--- config.mk ---
export PLATFORM = sky130hd
export DESIGN_NAME = booth_mult_unit
export DESIGN_NICKNAME = d
export VERILOG_FILES = /design/src/rtl/booth_mult_unit.sv
export SDC_FILE = /design/constraint.sdc
export NUM_CORES = 1
export LEC_CHECK = 0
export CELL_PAD_IN_SITES_DETAIL_PLACEMENT = 1
export CELL_PAD_IN_SITES_GLOBAL_PLACEMENT = 1
export CORE_ASPECT_RATIO = 0.5
export CORE_MARGIN = 2
export CORE_UTILIZATION = 49
export CTS_CLUSTER_SIZE = 8
export DETAILED_ROUTE_END_ITERATION = 16
export GPL_ROUTABILITY_DRIVEN = 0
export GPL_TIMING_DRIVEN = 0
export PLACE_DENSITY = 0.85
export SYNTH_ARGS = -nofsm -noshare
export SYNTH_HDL_FRONTEND = slang
export SYNTH_SLANG_ARGS = --single-unit
export TNS_END_PERCENT = 50
--- constraint.sdc ---
create_clock -name clock -period 16.7 [get_ports clock]
set_input_delay 1.67 -clock clock [delete_from_list [all_inputs] [get_ports clock]]
set_output_delay 1.67 -clock clock [all_outputs]
set_load 0.01 [all_outputs]
--- src/rtl/booth_mult_unit.sv ---
// Iterative radix-2 Booth signed multiplier built on a ripple of eight_bit_cla slices.
// Optional MULT_ZERO_BYPASS_EN: a zero operand skips the iteration and finishes in one cycle.
module eight_bit_cla (
  input  logic [7:0] a,
  input  logic [7:0] b,
  input  logic       c_in,
  output logic [7:0] s,
  output logic       g_out,
  output logic       p_out
);
  logic [7:0] gen;
  logic [7:0] prop;
  logic [8:0] carry;

  assign gen  = a & b;
  assign prop = a ^ b;

  always_comb begin
    carry[0] = c_in;
    g_out    = 1'b0;
    for (int i = 0; i < 8; i++) begin
      carry[i+1] = gen[i] | (prop[i] & carry[i]);
      g_out      = gen[i] | (prop[i] & g_out);
    end
  end

  assign s     = prop ^ carry[7:0];
  assign p_out = &prop;
endmodule

module booth_mult_unit #(
  parameter int WIDTH = 32
) (
  input  logic             clock,
  input  logic             reset_n,
  input  logic             ctrl_MULT,
  input  logic [WIDTH-1:0] data_operandA,
  input  logic [WIDTH-1:0] data_operandB,
  output logic [WIDTH-1:0] data_result,
  output logic             data_exception,
  output logic             data_resultRDY,
  output logic             busy
);
  localparam int AW = WIDTH + 8;
  localparam int NS = AW / 8;
  localparam int CW = (WIDTH > 1) ? $clog2(WIDTH) : 1;

  generate
    if (WIDTH % 8 != 0) begin : g_width_check
      $error("booth_mult_unit: WIDTH must be a multiple of 8");
    end
  endgenerate

  typedef enum logic [1:0] {IDLE, RUN, DONE} state_t;

  state_t           state;
  logic [AW-1:0]    m_reg;
  logic [AW-1:0]    acc_reg;
  logic [WIDTH-1:0] q_reg;
  logic             q_1_reg;
  logic [CW-1:0]    count_reg;

  logic             add_en;
  logic             sub;
  logic [AW-1:0]    add_b;
  logic [AW-1:0]    sum;
  logic [AW-1:0]    step_acc;
  logic [NS:0]      slice_c;
  logic [NS-1:0]    slice_g;
  logic [NS-1:0]    slice_p;
  logic             start;
  logic             zero_op;
  logic             exc_calc;
  logic [WIDTH:0]   upper_bits;

  assign add_en = q_reg[0] ^ q_1_reg;
  assign sub    = q_reg[0] & ~q_1_reg;
  assign add_b  = sub ? ~m_reg : m_reg;

  generate
    for (genvar gi = 0; gi < NS; gi++) begin : g_slice
      eight_bit_cla u_cla (
        .a     (acc_reg[gi*8 +: 8]),
        .b     (add_b[gi*8 +: 8]),
        .c_in  (slice_c[gi]),
        .s     (sum[gi*8 +: 8]),
        .g_out (slice_g[gi]),
        .p_out (slice_p[gi])
      );
    end
  endgenerate

  // Slice group G/P do not depend on the slice carry-in, so this chain has no loop.
  always_comb begin
    slice_c[0] = sub;
    for (int k = 0; k < NS; k++) begin
      slice_c[k+1] = slice_g[k] | (slice_p[k] & slice_c[k]);
    end
  end

  assign step_acc   = add_en ? sum : acc_reg;
  assign upper_bits = {acc_reg[WIDTH-1:0], q_reg[WIDTH-1]};
  assign exc_calc   = ~((&upper_bits) | ~(|upper_bits));
  assign start      = ctrl_MULT && (state != RUN);

`ifdef MULT_ZERO_BYPASS_EN
  assign zero_op = (data_operandA == '0) || (data_operandB == '0);
`else
  assign zero_op = 1'b0;
`endif

  always_ff @(posedge clock or negedge reset_n) begin
    if (!reset_n) begin
      state          <= IDLE;
      m_reg          <= '0;
      acc_reg        <= '0;
      q_reg          <= '0;
      q_1_reg        <= 1'b0;
      count_reg      <= '0;
      data_result    <= '0;
      data_exception <= 1'b0;
      data_resultRDY <= 1'b0;
      busy           <= 1'b0;
    end else begin
      data_resultRDY <= 1'b0;
      case (state)
        RUN: begin
          acc_reg   <= {step_acc[AW-1], step_acc[AW-1:1]};
          q_reg     <= {step_acc[0], q_reg[WIDTH-1:1]};
          q_1_reg   <= q_reg[0];
          count_reg <= count_reg + 1'b1;
          if (count_reg == CW'(WIDTH - 1)) begin
            state <= DONE;
            busy  <= 1'b0;
          end
        end
        DONE: begin
          data_result    <= q_reg;
          data_exception <= exc_calc;
          data_resultRDY <= 1'b1;
          state          <= IDLE;
        end
        default: state <= IDLE;
      endcase
      // A start taken in DONE still publishes the finished result on the same edge.
      if (start) begin
        m_reg     <= {{8{data_operandA[WIDTH-1]}}, data_operandA};
        acc_reg   <= '0;
        q_reg     <= zero_op ? '0 : data_operandB;
        q_1_reg   <= 1'b0;
        count_reg <= '0;
        state     <= zero_op ? DONE : RUN;
        busy      <= ~zero_op;
        if (state == IDLE) data_exception <= 1'b0;
      end
    end
  end
endmodule

==> impl_metrics.ini, run 1 <==
[placement]
dp_hpwl_um = 15540
place_area_mm2 = 0.009405
io_buffers = 100
dp_cells = 1014

[clock_network]
cts_resized = 0
htree_levels = 4
cts_root_buffer = clkbuf_16
cts_buffer_depth = 2
cts_tree = built
numCtsBuffers = 17
path_clk_slew_ns = 0.07
cts_hold_buf = 0
postCtsSetupRepairBufs = 0
clock_latency_ns = 0.44
cts.sinks = 146

[sta]
rsz0062_at_grt = no
finalSetupViolCount = 0
finalHoldViolCount = 0
fin_skew_ns = 0.01344
slew_headroom_pct = 34.33
fmax_ghz = 0.1433
finalCritPeriodShare_pct = 41.78
tightest_slew_ns = 0.9818
fin_crit_ns = 6.976
slew_viol_final = 0
fin_setup_tns_ns = 0
whs_ns = 0.5039

[synth]
yosys.area.top_type = dfrtp_1
postSynthCellCount = 686
synth_most_common_cell = dfrtp_1
syn_avg_cell_area_um2 = 11.80
ys_ff_latch = 146
synthDistinctLibCells = 36
ys_seq_area_share_pct = 45.15
mappedNetlistArea_mm2 = 0.008092
synth-edff-count = 0
ys_warn_count = 0
async_reset_ff_share_pct = 100.0
synth.top_cells.by_area = dfrtp_1 (45%), mux2_2 (9.0%), fa_1 (8.4%)
ys.flop_type = dfrtp_1
syn_nets = 822
synth_common_cells = dfrtp_1 (146), o21ai_0 (89), mux2_2 (65), mux2i_1 (65), nand2_1 (45)
synth.top_cell.area_share_pct = 45.15

[flow_run]
maxCapViolCount = 0

[power]
leakage_nw = 4.312
power_density_mw_per_mm2 = 229.9
clockPowerShare_pct = 17.7
switching_power_mw = 1.013
ir_drop_mv = 0.1084
seqPwrFrac_pct = 29.2
swShare_pct = 44.00
p_int_mw = 1.290
pwr-share-comb_pct = 53.1

[global_routing]
grt_use_total_pct = 28.67
grt_pass1_wl_um = 37960
grt_max_degree = 78
antenna_found_initial = 0
grt_pass1_vias = 6947
overflow = 0

[finish]
post-route-util_pct = 61.58
diodes = 0
fin_area_mm2 = 0.01002
multi_input_area_mm2 = 0.004235
layout-drive-gt1-share_pct = 14.65
fin_cells = 1046
syn_to_final_growth_pct = 23.80
final_nets = 942
num-fill-cells = 1697
largest_register_ffs = 39
final-seq-area_mm2 = 0.003654

[route]
drt-total-wl_um = 23100
drtPass1Iterations = 4
viasPerCell = 5.761
antenna_left = 0
wl_per_cell_um = 22.09
drt_iter0_markers = 373
drc = 0
vias = 6026

[worst_setup_path]
r2r_start = q_1_reg
setup.worst_path.start = q_1_reg
r2r_end = acc_reg[30]
cp.arrival_ns = 7.27
cp-start-kind = register
crit_end = acc_reg[30]
crit_path_end_kind = register
r2r_slack_ns = 9.72
path_max_fanout = 10
cp_common_cell = fa_1
critPathKind = reg -> reg
r2r_cells = 22
cpPeakStageDelay_ns = 0.44
crit_slowest_cell = fa_1
worst_ep_required_time_ns = 17.00
crit_path_cell_trace = inv_1 -> ha_1 -> buf_2 -> buf_2 -> xor2_1 -> ha_1 -> a2111oi_0 -> o21ai_0 -> a41oi_1 -> o31ai_1 -> a31o_2 -> fa_1 -> fa_1 -> fa_1 -> fa_1 -> fa_1 -> fa_1 -> fa_1 -> xnor2_1 -> nor2_1 -> a21oi_1 -> o21ai_0

[die]
die_w_um = 185.7
core_mm2 = 0.01627
initial_core_util_pct = 49.74
rows = 33
io_pins = 102
die_h_um = 94.87
dieArea_mm2 = 0.01762

[worst_hold_path]
hp-class = reg -> reg

[run_status]
status = finished clean
[area by class of cell]
type | instances | area share, %
multi-input cells | 492 | 42.28
flip-flops and latches | 146 | 36.47
repair buffers | 101 | 10.28
clock buffers | 20 | 4.659
well taps | 227 | 2.835
plain buffers | 42 | 1.799
clock inverters | 12 | 1.449
inverters | 6 | 0.2248
[cell families after synthesis]
family	share of synthesized area [%]
adder cells (fa/ha/maj)	13.82
buffers and inverters	2.505
multiplexers	17.09
AND/OR/NAND/NOR	9.464
flip-flops	45.15
XOR/XNOR	4.113
AO/OA/AOI/OAI	7.855
[power by group through the flow]
stage | sequential, mW | combinational (mW) | clock [mW]
2_1_floorplan | 0.626 | 0.850 | 0
3_3_place_gp | 0.659 | 1.08 | 0
3_5_place_dp | 0.671 | 1.19 | 0
4_1_cts | 0.672 | 1.24 | 0.410
5_1_grt | 0.698 | 1.38 | 0.424
6_report | 0.673 | 1.22 | 0.408
[cell usage in the layout (no fill, tap or decap), types with 4 or more instances in the layout]
cell,netlist,routed
o21ai_0,89,89
clkdlybuf4s50_1,0,99
buf_1,4,4
nor4_1,11,11
mux2i_1,65,65
mux2_2,65,65
fa_1,34,34
nand2b_1,5,5
ha_1,35,35
nand4_1,13,13
clkbuf_1,20,20
dfrtp_1,146,146
nand3b_1,41,41
xnor2_1,5,5
inv_1,6,6
a21oi_1,13,13
clkbuf_16,0,17
nand3_1,4,4
nand2_1,45,45
clkinv_4,0,4
xor2_1,33,33
buf_2,18,18
nor2_1,12,12
[metal layers]
| layer | track usage [%] | share of wire (%) | wire (µm) |
|---|---|---|---|
| met1 | 35.47 | 43 | 9955 |
| met2 | 48.98 | 50 | 11470 |
| met3 | 7.289 | 4.4 | 1012 |
| met4 | 10.76 | 2.9 | 668 |
| met5 | 0 | 0 | 0 |
[worst min-delay path by stage]
stage                          startpoint               to  slack (ns)  cells after the start
after floorplan              count_reg[2]     count_reg[2]        0.46                      1
after global placement           q_reg[4]         q_reg[3]        0.49                      2
after detailed placement   data_result[7]   data_result[7]        0.49                      1
after CTS                 data_result[10]  data_result[10]        0.51                      1
after global routing      data_result[22]  data_result[22]        0.53                      1
final                     data_result[10]  data_result[10]        0.50                      1
[stage by stage]
step,setup slack [ns],total power [mW]
floorplan,10.87,1.476
global placement,7.901,1.737
detailed placement,9.728,1.857
CTS,9.701,2.320
global route,9.328,2.504
finish,9.724,2.303
[critical path: cells and delay by family, from the launching register on]
| kind | cells | cell delay [ns] |
|---|---|---|
| flops | 1 | 0.37 |
| xor+xnor | 2 | 0.45 |
| compound gates | 7 | 1.80 |
| simple gates | 1 | 0.06 |
| fa+ha+maj | 9 | 3.45 |
| buf+inv | 3 | 0.70 |
Power figures use the tool's default switching activity.
==> inputs of run 2 (changes only) <==
--- a/config.mk
+++ b/config.mk
@@ -9,12 +9,12 @@
 export CELL_PAD_IN_SITES_GLOBAL_PLACEMENT = 1
 export CORE_ASPECT_RATIO = 0.5
 export CORE_MARGIN = 2
-export CORE_UTILIZATION = 49
+export CORE_UTILIZATION = 41
 export CTS_CLUSTER_SIZE = 8
 export DETAILED_ROUTE_END_ITERATION = 16
 export GPL_ROUTABILITY_DRIVEN = 0
 export GPL_TIMING_DRIVEN = 0
-export PLACE_DENSITY = 0.85
+export PLACE_DENSITY = 0.75
 export SYNTH_ARGS = -nofsm -noshare
 export SYNTH_HDL_FRONTEND = slang
 export SYNTH_SLANG_ARGS = --single-unit
==> constraint.sdc (replaced) <==
create_clock -name clock -period 6 [get_ports clock]
set_input_delay 0.6 -clock clock [delete_from_list [all_inputs] [get_ports clock]]
set_output_delay 0.6 -clock clock [all_outputs]
set_load 0.01 [all_outputs]
==> impl_metrics.ini, run 2 (synthesized netlist as in run 1, its figures left out) <==
[worst_setup_path]
crit_path_end_kind = register
r2r_start = q_reg[0]
r2r_end = acc_reg[37]
worst_ep_required_time_ns = 6.37
cpPeakStageDelay_ns = 0.42
cp.arrival_ns = 6.27
r2r_cells = 22
cp_top_family = adder cells
path_max_fanout = 8
crit_slowest_cell = fa_2
r2r_slack_ns = 0.1
crit_path_cell_trace = ha_4 -> buf_12 -> buf_12 -> xor2_4 -> ha_4 -> a2111oi_4 -> o21ai_2 -> a41oi_4 -> o31ai_4 -> buf_6 -> a21o_1 -> fa_2 -> fa_2 -> fa_2 -> fa_2 -> fa_2 -> fa_2 -> inv_2 -> fa_1 -> nor2_1 -> a21oi_2 -> o21ai_1
cp-start-kind = register
critPathKind = reg -> reg
cp_common_cell = fa_2
cp_num_buf_inv = 4

[sta]
fin_skew_ns = 0.01132
slew_headroom_pct = 57.39
fmax_ghz = 0.1695
finalHoldViolCount = 0
fin_crit_ns = 5.900
fin_setup_tns_ns = 0
slew_viol_final = 0
timing.final.ws_setup_ns = 0.09979
finalCritPeriodShare_pct = 98.34
tightest_slew_ns = 0.6387
rsz0062_at_grt = yes
whs_ns = 0.09711
finalSetupViolCount = 0

[power]
leakage_nw = 4.395
ir_drop_mv = 0.3325
power_mw = 6.969
power_density_mw_per_mm2 = 658.5

[global_routing]
grt_pass1_vias = 6528
antenna_found_initial = 0
grt_max_degree = 97
grt_use_total_pct = 22.27
overflow = 0
grt_pass1_wl_um = 35500

[finish]
fin_area_mm2 = 0.01058
layout-drive-gt1-share_pct = 21.40
diodes = 0
num-fill-cells = 1970
post-route-util_pct = 54.51
largest_register_ffs = 39
final-seq-area_mm2 = 0.003654
final_nets = 950
final_cell_mix = dfrtp_1 (146), clkdlybuf4s50_1 (99), o21ai_0 (86)
fin_cells = 1093
final_common_cell = dfrtp_1
multi_input_area_mm2 = 0.004588
syn_to_final_growth_pct = 30.79

[route]
drt-total-wl_um = 22650
antenna_left = 0
drc = 0
drtPass1Iterations = 4
wl_per_cell_um = 20.72
vias = 5910
viasPerCell = 5.407
drt_iter0_markers = 250

[die]
core_mm2 = 0.01941
die_h_um = 103.3
dieArea_mm2 = 0.02094
rows = 36
io_pins = 102
initial_core_util_pct = 41.68
die_w_um = 202.7

[worst_hold_path]
hp-class = in -> async

[placement]
place_area_mm2 = 0.009454
dp_cells = 1053
io_buffers = 100
dp_hpwl_um = 14690
pre_cts_slack_ns = -0.9072

[clock_network]
cts_root_buffer = clkbuf_16
numCtsBuffers = 17
htree_levels = 4
cts_tree = built
cts_hold_buf = 0
cts.sinks = 146
clock_latency_ns = 0.45
path_clk_slew_ns = 0.07
cts_buffer_depth = 2

[run_status]
status = finished clean

[flow_run]
maxCapViolCount = 0
==> run 2: changes by cell type in the layout (fill, tap and decap cells not counted), sizes merged <==
| cell | change |
|---|---|
| inv | +3 |
| clkinv | -2 |
| bufinv | +1 |
| buf | +7 |
| clkbuf | -1 |
==> run 2: what timing repair did <==
| action | CTS | global route |
|---|---|---|
| gates resized for setup | 34 | 47 |
| setup buffers | 2 | 5 |
| setup endpoints to repair | 11 | 7 |
| cloned | 0 | 1 |
| pin swaps | 2 | 21 |
==> run 2: cell type report <==
cell class	count	share of cell area, %
inverter	6	0.2128
clock inverter	14	1.821
tap	266	3.145
timing repair buffer	109	10.62
buffer	42	2.270
sequential	146	34.52
clock buffer	18	4.055
multi-input combinational	492	43.36
==> run 2: how the worst max path moves through the flow <==
stage                     depth (start not counted)  startpoint          end
final                                            22    q_reg[0]  acc_reg[37]
after global routing                             23     q_1_reg  acc_reg[37]
after CTS                                        21    q_reg[0]  acc_reg[22]
after detailed placement                         21    q_reg[0]  acc_reg[30]
after global placement                            1     reset_n    m_reg[15]
after floorplan                                  22     q_1_reg  acc_reg[30]
==> run 2: per-layer routing <==
layer | track usage [%] | routed length (µm)
met1 | 27.94 | 10100
met2 | 38.59 | 11250
met3 | 5.169 | 903
met4 | 7.973 | 395
met5 | 0 | 0
==> run 2: where the power goes <==
part,total (mW),internal (mW),switching (mW)
combinational,3.91,1.85,2.06
sequential,1.90,1.41,0.495
clock,1.16,0.670,0.491
